### src/rtl/conv_pkg.sv
`default_nettype none
// ============================================================================
// Module      : conv_pkg
// Description : Shared definitions for the conv core host-side stream driver.
//               Vector geometry, counter widths and the driver state type.
// Revision    : 1.0 - initial release
// ============================================================================
package conv_pkg;

    localparam int N   = 16;          // X vector length in samples
    localparam int M   = 4;           // filter length
    localparam int T   = 16;          // sample width in bits (signed)
    localparam int NY  = N - M + 1;   // Y results per vector

    localparam int XAW = $clog2(N);
    localparam int YAW = $clog2(NY);

    // Terminal counter values; each counter clears only on its last transfer
    localparam logic [XAW-1:0] X_LAST = XAW'(N - 1);
    localparam logic [YAW-1:0] Y_LAST = YAW'(NY - 1);

    typedef enum logic [1:0] {
        LOAD = 2'd0,
        SEND = 2'd1,
        RECV = 2'd2,
        DONE = 2'd3
    } state_e;

endpackage
`default_nettype wire

### src/rtl/conv_xbuf.sv
`default_nettype none
// ============================================================================
// Module      : conv_xbuf
// Description : N x T sample buffer holding one X vector.
//               One synchronous write port, one asynchronous read port.
//               Contents are not reset.
// Ports       : clk        - clock
//               wr_en_i    - write enable
//               wr_addr_i  - write address
//               wr_data_i  - write data
//               rd_addr_i  - read address
//               rd_data_o  - read data (combinational)
// Revision    : 1.0 - initial release
// ============================================================================
module conv_xbuf
    import conv_pkg::*;
(
    input  logic           clk,
    input  logic           wr_en_i,
    input  logic [XAW-1:0] wr_addr_i,
    input  logic [T-1:0]   wr_data_i,
    input  logic [XAW-1:0] rd_addr_i,
    output logic [T-1:0]   rd_data_o
);

    logic [T-1:0] mem_q [N];

    always_ff @(posedge clk) begin
        if (wr_en_i) begin
            mem_q[wr_addr_i] <= wr_data_i;
        end
    end

    assign rd_data_o = mem_q[rd_addr_i];

endmodule
`default_nettype wire

### src/rtl/conv_x_stream_driver.sv
`default_nettype none
// ============================================================================
// Module      : conv_x_stream_driver
// Description : Host-side driver for the 1-D convolution core. Buffers one X
//               vector from the host, streams it to the core as a valid/ready
//               master, then drains the core's Y stream as a valid/ready slave
//               and forwards each result to the host with its index.
// Ports       : clk, reset (async, active-low)
//               load_data/load_valid/load_ready       - host X input
//               m_data_out_x/m_valid_x/m_ready_x      - X stream to core
//               s_data_in_y/s_valid_y/s_ready_y       - Y stream from core
//               y_data/y_valid/y_idx                  - registered Y to host
//               vec_done                              - end-of-vector pulse
// Revision    : 1.0 - initial release
// ============================================================================
module conv_x_stream_driver
    import conv_pkg::*;
(
    input  logic           clk,
    input  logic           reset,
    input  logic [T-1:0]   load_data,
    input  logic           load_valid,
    output logic           load_ready,
    output logic [T-1:0]   m_data_out_x,
    output logic           m_valid_x,
    input  logic           m_ready_x,
    input  logic [T-1:0]   s_data_in_y,
    input  logic           s_valid_y,
    output logic           s_ready_y,
    output logic [T-1:0]   y_data,
    output logic           y_valid,
    output logic [YAW-1:0] y_idx,
    output logic           vec_done
);

    state_e         state_q, state_d;
    logic [XAW-1:0] wcnt_q, wcnt_d;
    logic [XAW-1:0] scnt_q, scnt_d;
    logic [YAW-1:0] rcnt_q, rcnt_d;
    logic           run_q;
    logic [T-1:0]   y_data_q, y_data_d;
    logic           y_valid_q, y_valid_d;
    logic [YAW-1:0] y_idx_q, y_idx_d;

    logic           load_fire;
    logic           x_fire;
    logic           y_fire;
    logic [T-1:0]   xbuf_rd;

    conv_xbuf u_xbuf (
        .clk       (clk),
        .wr_en_i   (load_fire),
        .wr_addr_i (wcnt_q),
        .wr_data_i (load_data),
        .rd_addr_i (scnt_q),
        .rd_data_o (xbuf_rd)
    );

    // run_q holds load_ready low while reset is asserted (state is already
    // LOAD then) and lets it rise on the first clock after release.
    assign load_ready = run_q && (state_q == LOAD);
    assign m_valid_x  = (state_q == SEND);
    assign s_ready_y  = (state_q == RECV);
    assign vec_done   = (state_q == DONE);

    assign load_fire  = load_valid && load_ready;
    assign x_fire     = m_valid_x && m_ready_x;
    assign y_fire     = s_valid_y && s_ready_y;

    // Buffer contents are unreset; only present them while actually sending.
    assign m_data_out_x = m_valid_x ? xbuf_rd : '0;

    assign y_data  = y_data_q;
    assign y_valid = y_valid_q;
    assign y_idx   = y_idx_q;

    always_comb begin
        state_d   = state_q;
        wcnt_d    = wcnt_q;
        scnt_d    = scnt_q;
        rcnt_d    = rcnt_q;
        y_data_d  = y_data_q;
        y_idx_d   = y_idx_q;
        y_valid_d = 1'b0;

        case (state_q)
            LOAD: begin
                if (load_fire) begin
                    if (wcnt_q == X_LAST) begin
                        wcnt_d  = '0;
                        state_d = SEND;
                    end else begin
                        wcnt_d  = wcnt_q + 1'b1;
                    end
                end
            end
            SEND: begin
                if (x_fire) begin
                    if (scnt_q == X_LAST) begin
                        scnt_d  = '0;
                        state_d = RECV;
                    end else begin
                        scnt_d  = scnt_q + 1'b1;
                    end
                end
            end
            RECV: begin
                if (y_fire) begin
                    y_data_d  = s_data_in_y;
                    y_idx_d   = rcnt_q;
                    y_valid_d = 1'b1;
                    if (rcnt_q == Y_LAST) begin
                        rcnt_d  = '0;
                        state_d = DONE;
                    end else begin
                        rcnt_d  = rcnt_q + 1'b1;
                    end
                end
            end
            DONE: begin
                state_d = LOAD;
            end
            default: begin
                state_d = LOAD;
            end
        endcase
    end

    always_ff @(posedge clk or negedge reset) begin
        if (!reset) begin
            state_q   <= LOAD;
            wcnt_q    <= '0;
            scnt_q    <= '0;
            rcnt_q    <= '0;
            run_q     <= 1'b0;
            y_data_q  <= '0;
            y_valid_q <= 1'b0;
            y_idx_q   <= '0;
        end else begin
            state_q   <= state_d;
            wcnt_q    <= wcnt_d;
            scnt_q    <= scnt_d;
            rcnt_q    <= rcnt_d;
            run_q     <= 1'b1;
            y_data_q  <= y_data_d;
            y_valid_q <= y_valid_d;
            y_idx_q   <= y_idx_d;
        end
    end

endmodule
`default_nettype wire

### config.mk
export PLATFORM = sky130hd
export DESIGN_NAME = conv_x_stream_driver
export DESIGN_NICKNAME = d
export VERILOG_FILES = /design/src/rtl/conv_pkg.sv /design/src/rtl/conv_xbuf.sv /design/src/rtl/conv_x_stream_driver.sv
export SDC_FILE = /design/constraint.sdc
export NUM_CORES = 1
export LEC_CHECK = 0
export BUFFER_PORTS_ARGS = -buffer_cell sky130_fd_sc_hd__buf_4
export CELL_PAD_IN_SITES_DETAIL_PLACEMENT = 0
export CELL_PAD_IN_SITES_GLOBAL_PLACEMENT = 1
export CORE_ASPECT_RATIO = 0.7
export CORE_UTILIZATION = 30
export DETAILED_ROUTE_END_ITERATION = 16
export PLACE_DENSITY_LB_ADDON = 0.1
export SLEW_MARGIN = 0
export SYNTH_ARGS = -nofsm -noshare
export SYNTH_HDL_FRONTEND = slang
export SYNTH_SLANG_ARGS = --single-unit
### constraint.sdc
create_clock -name clk -period 2.46 [get_ports clk]
set_input_delay 0.246 -clock clk [delete_from_list [all_inputs] [get_ports clk]]
set_output_delay 0.246 -clock clk [all_outputs]
set_load 0.01 [all_outputs]
==> results.cfg, run 1 <==
[worst_hold_path]
hold_path_class = in -> reg

[place]
place.gp.congestion = 0.723
dp.cells = 1208
pre_cts_ws_ns = 0.210
dp_hpwl_mm = 18.7
port_buffers = 77

[power]
combPwrFrac_pct = 32.5
power_density_nw_per_um2 = 1050
ir_drop_mv = 0.461
p_int_uw = 10600
power_switching_uw = 4730
p_seq_share_pct = 39.2
p_sw_share_pct = 30.8
power_frac_clock_pct = 28.3
p_leak_uw = 0.00524

[global_route]
grt_pass1_vias = 6706
track_usage_pct = 15.8
antenna_found_initial = 0
grt_overflow = 0
grt_pass1_wl_mm = 45.6
grt_max_degree = 37

[yosys]
synth_nets = 669
synth_edf_count = 256
yosys_warnings = 0
avgSynthCellArea_um2 = 18.7
netlist_area_um2 = 11600
ys.flop_type = edfxtp_1
synthCells = 621
ys_ff_latch = 292
ys_seq_area_share_pct = 74.1
synth.distinct_cells = 37
synthArstFlopShare_pct = 12.3

[floorplanning]
die_area_um2 = 39500
io_pins = 78
fp.dieW_um = 237
core_um2 = 37600
initial_core_util_pct = 30.8
num_rows = 59
die-height_um = 166

[sta]
max_freq_mhz = 386
fin_crit_ns = 2.59
fin_worst_skew_ns = 0.0196
drv_slew = 0
finalHoldViolCount = 0
timing.final.crit_share_pct = 105
setup_viol = 16
rsz0062_at_grt = yes
fin_ws_ns = -0.129

[clocking]
numCtsBuffers = 31
cts_tree = built
cts.sinks = 292
clockBufferDepth = 3
clk_latency_ns = 0.58
root_buffer = clkbuf_16
clk_pin_slew_ns = 0.06
htree_levels = 1

[critical_path]
arrival_ns = 2.34
crit_fanout = 5
critPathKind = reg -> out
cp-start-kind = flip-flop
crit_path_end_kind = output port
worstPathRequired_ns = 2.21

[layout]
nNetsFinal = 849
syn_to_final_growth_pct = 26.8
drive_gt1_share_pct = 31.1
final_cell_count_no_fill = 1314
nFillCells = 3469
num_antenna_cells = 0

[job]
timing.max_cap.violations = 0

[detailed_routing]
drc_errors = 0
dr.pass1.iters = 4
num_vias = 6362
drt-total-wl_mm = 30.6
wire_per_inst_um = 23.3
avgViaCountPerCell = 4.84
ant_nets = 0
drtIter0Drc = 402

[run_status]
violations = setup timing
status = complete, but fails checks
-- cells in the mapped netlist (8+ instances only) --
master / number / area [um2]
ha_1: 11 / 138
o211ai_1: 13 / 97.6
inv_1: 8 / 30.0
o21ai_0: 20 / 100
edfxtp_1: 256 / 7690
mux2_2: 19 / 214
a221oi_1: 11 / 96.3
a22oi_1: 19 / 143
and2_1: 16 / 100
buf_2: 9 / 45.0
mux4_2: 20 / 450
mux2i_1: 64 / 641
dfrtp_1: 36 / 901
mux4_1: 12 / 315
nand2_1: 37 / 139
-- registers in the layout, summed over array words and instances, names as in the netlist --
register and cells:
rcnt_q 4, run_q 1, scnt_q 4, state_q 2
u_xbuf.mem_q 256, wcnt_q 4, y_data 16, y_idx 4
y_valid 1
-- path summary, 6_finish.rpt --
path | from | end | slack, ns | depth (start not counted)
hold / removal | s_valid_y | y_idx[1] | 0.14 | 4
max in group asynchronous | reset | scnt_q[0] | 1.90 | 2
setup reg to reg | state_q[0] | u_xbuf.mem_q[6][7] | 0.18 | 7
min in group asynchronous | reset | wcnt_q[3] | 0.18 | 2
setup / recovery | scnt_q[0] | m_data_out_x[5] | -0.13 | 5
hold reg to reg | y_idx[1] | y_idx[1] | 0.49 | 2
-- cell families (layout without fill, tap and decap cells) --
kind of cell    after synthesis  count (layout)  share of synthesized area, %
xor+xnor                      2               2                         0.151
other cells                   1               1                        0.0323
simple gates                 75              75                          3.12
buf+inv                      38             243                          2.29
compound gates               87              87                          5.19
flops                       292             292                          74.1
fa+ha+maj                    11              11                          1.19
mux                         115             115                          14.0
-- area by class of cell --
| type | count | area (um2) | area share (%) |
|---|---|---|---|
| inverters | 8 | 30.0 | 0.204 |
| clock buffers | 36 | 795 | 5.40 |
| repair buffers | 177 | 1700 | 11.6 |
| well taps | 488 | 611 | 4.15 |
| flip-flops and latches | 292 | 8590 | 58.5 |
| clock inverters | 22 | 140 | 0.953 |
| multi-input cells | 291 | 2830 | 19.3 |
-- power by group through the flow --
stage	clock, uW	combinational (uW)	sequential, uW
3_5_place_dp	0	4350	6130
6_report	4350	5000	6020
5_1_grt	4670	5360	6080
3_3_place_gp	0	4320	6110
4_1_cts	4490	4960	6030
2_1_floorplan	0	2610	6120
-- worst max-delay path, stage by stage (launching register included) --
cell      delay [ns]
dfrtp_4         0.49
buf_4           0.20
mux4_2          0.55
a311oi_2        0.28
a21oi_1         0.09
buf_4           0.15
-- what timing repair did --
action | CTS | global route
pin swaps | 16 | 4
setup endpoints to repair | 16 | 16
gates cloned | 3 | 0
hold buffers | 34 | 0
buffers inserted | 8 | 3
hold endpoints to repair | 310 | 0
resized for setup | 38 | 16
-- routing by layer --
metal	wire length (um)	vias up	part of all wire, %	GRT usage (%)
li1	-	2860	-	-
met1	14400	3330	47	22.5
met2	14500	127	47	25.5
met3	1100	45	3.6	2.35
met4	679	0	2.2	3.64
met5	0	-	0	0
-- metrics by stage --
stage	util, %	power [uW]	hold WS [ns]	area [um2]	TNS (ns)
finish	39.0	15400	0.140	14700	-1.51
global placement	34.7	10400	0.234	13100	0
detailed placement	34.7	10500	0.248	13100	0
global route	39.0	16100	0.176	14700	-3.07
CTS	38.8	15500	0.111	14600	-2.37
floorplan	-	8730	-0.0496	11600	0
-- cells in the final DEF (no fill, tap or decap), types with 18 or more instances in the layout --
cell / count
edfxtp_1: 256
buf_4: 116
mux2i_1: 62
nand2_1: 36
dlygate4sd3_1: 34
dfrtp_1: 34
clkbuf_16: 31
mux4_2: 28
mux2_2: 19
o21ai_0: 18
Power figures use the tool's default switching activity.
==> run 2: changes to the inputs <==
clock period = 3.05 ns   (was 2.46 ns; I/O delays follow)
==> results.cfg, run 2 (same netlist as run 1, synthesis figures left out) <==
[place]
port_buffers = 77
dp_hpwl_mm = 17.7
place.gp.congestion = 0.745

[layout]
nFillCells = 3466
final_core_util_pct = 37.6
top_register = u_xbuf.mem_q
drive_gt1_share_pct = 27.2
register_area_um2 = 8590
num_antenna_cells = 0
final_cell_mix = edfxtp_1, buf_4, mux2i_1
nNetsFinal = 815
largest_reg_flops = 256
final_common_cell = edfxtp_1
syn_to_final_growth_pct = 22.2
multi_input_area_um2 = 2760

[detailed_routing]
avgViaCountPerCell = 4.87
drt-total-wl_mm = 29.3
highest_layer = met4
wl_met2_mm = 13.5
drc_errors = 0
num_vias = 6218
met3RoutedLength_mm = 1.16
wire_per_inst_um = 23.0
wl_met1_mm = 14.3
ant_nets = 0
dr.pass1.iters = 5
drtIter0Drc = 391

[floorplanning]
core_um2 = 37600
initial_core_util_pct = 30.8
die-height_um = 166
die_area_um2 = 39500
io_pins = 78
fp.dieW_um = 237
num_rows = 59

[critical_path]
crit_fanout = 11
crit_chain = buf_4 -> and2_1 -> buf_4 -> a221oi_1 -> o21ai_0 -> nand2_1 -> buf_4
max_stage_delay_ns = 0.54
arrival_ns = 2.52
worstPathRequired_ns = 2.74
crit_path_end_kind = output port
reg2reg_setup_slack_ns = 0.61
rr_endpoint = u_xbuf.mem_q[6][13]
crit_slowest_cell = dfrtp_1
critPathKind = reg -> out
cpMostUsedCell = buf_4
cp-start-kind = flip-flop
crit_start = scnt_q[2]
r2r-start = state_q[0]
reg2reg_depth = 7

[power]
power_density_nw_per_um2 = 853
ir_drop_mv = 0.455
p_leak_uw = 0.00505

[sta]
timing.final.crit_share_pct = 92.8
fin_worst_skew_ns = 0.0166
slew_headroom_pct = 48.1
drv_slew = 0
fin_setup_tns_ns = 0
finalHoldViolCount = 0
setup_viol = 0
max_freq_mhz = 353
fin_crit_ns = 2.83
rsz0062_at_grt = no
worst-slew-pin-transition_ns = 0.778

[global_route]
track_usage_pct = 15.0
antenna_found_initial = 0
grt_pass1_vias = 6485
grt_pass1_wl_mm = 43.4
grt_max_degree = 37
grt_overflow = 0

[clocking]
htree_levels = 1
numCtsBuffers = 31
clockBufferDepth = 3
clk_pin_slew_ns = 0.06
cts_tree = built
clk_latency_ns = 0.56
root_buffer = clkbuf_16
cts.sinks = 292

[worst_hold_path]
worstHoldPathCells = 1
hold_end = u_xbuf.mem_q[10][11]
hold_path_class = in -> reg
hp-start = load_data[11]

[job]
timing.max_cap.violations = 0

[run_status]
status = completed
## run 2: layer usage
metal / GRT usage, % / up-vias
met2: 23.5 / 125
met3: 2.67 / 36
met1: 21.9 / 3270
met4: 2.63 / 0
li1: - / 2787
met5: 0 / -
## run 2: per-stage QoR
stage | hold slack [ns] | setup WS, ns | cell area [um2] | cells | total power (uW)
floorplan | 0.00941 | 0.920 | 11600 | 621 | 7040
global placement | 0.294 | 0.574 | 12900 | 1194 | 8300
detailed placement | 0.309 | 0.504 | 12900 | 1194 | 8360
CTS | 0.0129 | 0.0536 | 14100 | 1265 | 12100
global route | 0.0314 | 0.0319 | 14200 | 1276 | 12700
finish | 0.0483 | 0.221 | 14200 | 1276 | 12100
## run 2: repair_timing
| item | 4_1_cts | 5_1_grt |
|---|---|---|
| hold buffers | 17 | 0 |
| resized for setup | 2 | 1 |
| endpoints found under the setup margin | 10 | 6 |
| endpoints found under the hold margin | 52 | 0 |
| setup buffers | 0 | 11 |
## run 2: worst max-delay path: cells and delay by family (launching register included)
family                 cells  cell delay [ns]
AO/OA/AOI/OAI              2             0.50
buffers and inverters      3             0.61
flip-flops                 1             0.54
AND/OR/NAND/NOR            2             0.33
## run 2: power breakdown
part,switching (uW),total (uW),internal [uW]
logic,1820,3470,1640
clock network,1550,3730,2180
registers,239,4890,4650
total,3610,12100,8480
## run 2: worst max-delay path by stage
stage,slack [ns],depth (start not counted),endpoint
after global placement,0.57,7,m_data_out_x[1]
after detailed placement,0.50,7,m_data_out_x[1]
after floorplan,0.92,6,u_xbuf.mem_q[7][0]
after global routing,0.03,7,m_data_out_x[0]
after CTS,0.05,5,m_data_out_x[5]
final,0.22,7,m_data_out_x[2]
## run 2: final cells by class
type / count / area share (%)
Clock buffer: 34 / 5.56
Clock inverter: 20 / 1.44
Inverter: 8 / 0.212
Multi-Input combinational cell: 291 / 19.5
Sequential cell: 292 / 60.7
Tap cell: 488 / 4.31
Timing Repair Buffer: 143 / 8.32
==> run 3: changes to the inputs <==
BUFFER_PORTS_ARGS = -buffer_cell sky130_fd_sc_hd__clkbuf_2   (was -buffer_cell sky130_fd_sc_hd__buf_4)
==> results.cfg, run 3 (same netlist as run 1, synthesis figures left out) <==
[critical_path]
crit_chain = inv_1 -> ha_1 -> nor2b_4 -> buf_4 -> nand2_1 -> a21oi_1 -> clkbuf_2
crit_cells = 7
crit_start = state_q[1]
crit_fanout = 11
crit_path_end_kind = output port
critPathKind = reg -> out
reg2reg_setup_slack_ns = 0.62
r2r-start = state_q[0]
max_stage_delay_ns = 0.48
worstPathRequired_ns = 2.74
crit_buf_inv = 3
rr_endpoint = u_xbuf.mem_q[7][8]
crit_slowest_cell = nor2b_4
cp-start-kind = flip-flop
endpoint = m_data_out_x[1]
arrival_ns = 2.56
cp_top_family = simple AND/OR/NAND/NOR gates
reg2reg_depth = 7

[detailed_routing]
drc_errors = 0
dr.pass1.iters = 4
drtIter0Drc = 433
num_vias = 6130
avgViaCountPerCell = 4.84
ant_nets = 0
wire_per_inst_um = 23.1
drt-total-wl_mm = 29.3

[clocking]
postCtsSetupRepairBufs = 0
clockBufferDepth = 3
clk_latency_ns = 0.57
cts.sinks = 292
htree_levels = 1
numCtsBuffers = 31
clk_pin_slew_ns = 0.06
cts_tree = built
root_buffer = clkbuf_16

[floorplanning]
io_pins = 78
num_rows = 59
core_um2 = 37600
die_area_um2 = 39500
die-height_um = 166
initial_core_util_pct = 30.8
fp.dieW_um = 237

[layout]
drive_gt1_share_pct = 25.6
top_register = u_xbuf.mem_q
nFillCells = 3545
final_cell_mix = edfxtp_1, clkbuf_2, mux2i_1
num_antenna_cells = 0
register_area_um2 = 8590
final_cell_count_no_fill = 1266
largest_reg_flops = 256
final_common_cell = edfxtp_1
multi_input_area_um2 = 2760
syn_to_final_growth_pct = 19.4
nNetsFinal = 802

[sta]
timing.final.crit_share_pct = 93.9
setup_viol = 0
finalHoldViolCount = 0
worst-slew-pin-transition_ns = 0.936
fin_crit_ns = 2.86
fin_worst_skew_ns = 0.0123
fin_setup_tns_ns = 0
drv_slew = 0
slew_headroom_pct = 37.6
rsz0062_at_grt = no
max_freq_mhz = 349

[place]
dp.cells = 1192
place.gp.congestion = 0.712
port_buffers = 77
dp_hpwl_mm = 17.7

[global_route]
antenna_found_initial = 0
track_usage_pct = 15.0
grt_pass1_vias = 6511
grt_overflow = 0
grt_pass1_wl_mm = 42.9
grt_max_degree = 39

[run_status]
status = completed

[job]
timing.max_cap.violations = 0

[worst_hold_path]
hold_path_class = in -> reg

[power]
power_density_nw_per_um2 = 841
p_leak_uw = 0.00490
p_total_uw = 11600
ir_drop_mv = 0.416
[run 3: worst min-delay path by stage]
stage,from,end,depth (start not counted)
floorplan,reset,rcnt_q[0],0
global placement,y_idx[2],y_idx[2],2
detailed placement,y_idx[2],y_idx[2],2
CTS,m_ready_x,scnt_q[2],3
global route,m_ready_x,scnt_q[3],3
finish,m_ready_x,scnt_q[2],3
[run 3: worst min-delay path, delay by kind of cell]
kind                      cells  cell delay (ns)
xor gates and xnor gates      1             0.06
and+or+nand+nor               1             0.10
buffers and inverters         1             0.11
[run 3: power breakdown]
| group | switching (uW) | internal, uW | total [uW] |
|---|---|---|---|
| sequential | 206 | 4650 | 4860 |
| combinational | 1840 | 1380 | 3220 |
| clock | 1560 | 2010 | 3570 |
| total | 3600 | 8050 | 11600 |
[run 3: what timing repair did]
item / 4_1_cts / 5_1_grt
hold buffers: 17 / 0
endpoints found under the setup margin: 16 / 0
endpoints found under the hold margin: 52 / 0
resized for setup: 2 / 0
[run 3: stage by stage]
stage	utilization [%]	instance area [um2]	setup slack, ns	hold slack [ns]
finish	36.8	13800	0.187	0.0536
global route	36.8	13800	0.0235	0.0654
CTS	36.8	13800	0.0761	0.0234
detailed placement	33.8	12700	0.476	0.472
global placement	33.8	12700	0.527	0.461
floorplan	-	11600	0.920	0.00941
[run 3: layer usage]
layer	routed length, um	GRT usage [%]	up-vias
met1	13900	21.7	3192
met2	13300	23.2	133
li1	-	-	2763
met5	0	0	-
met3	1420	2.47	42
met4	736	4.01	0
[run 3: cell type report]
class / instances / area share [%]
well taps: 488 / 4.41
multi-input cells: 291 / 19.9
clock inverters: 23 / 1.18
repair buffers: 130 / 6.51
clock buffers: 34 / 5.69
flip-flops and latches: 292 / 62.1
inverters: 8 / 0.217
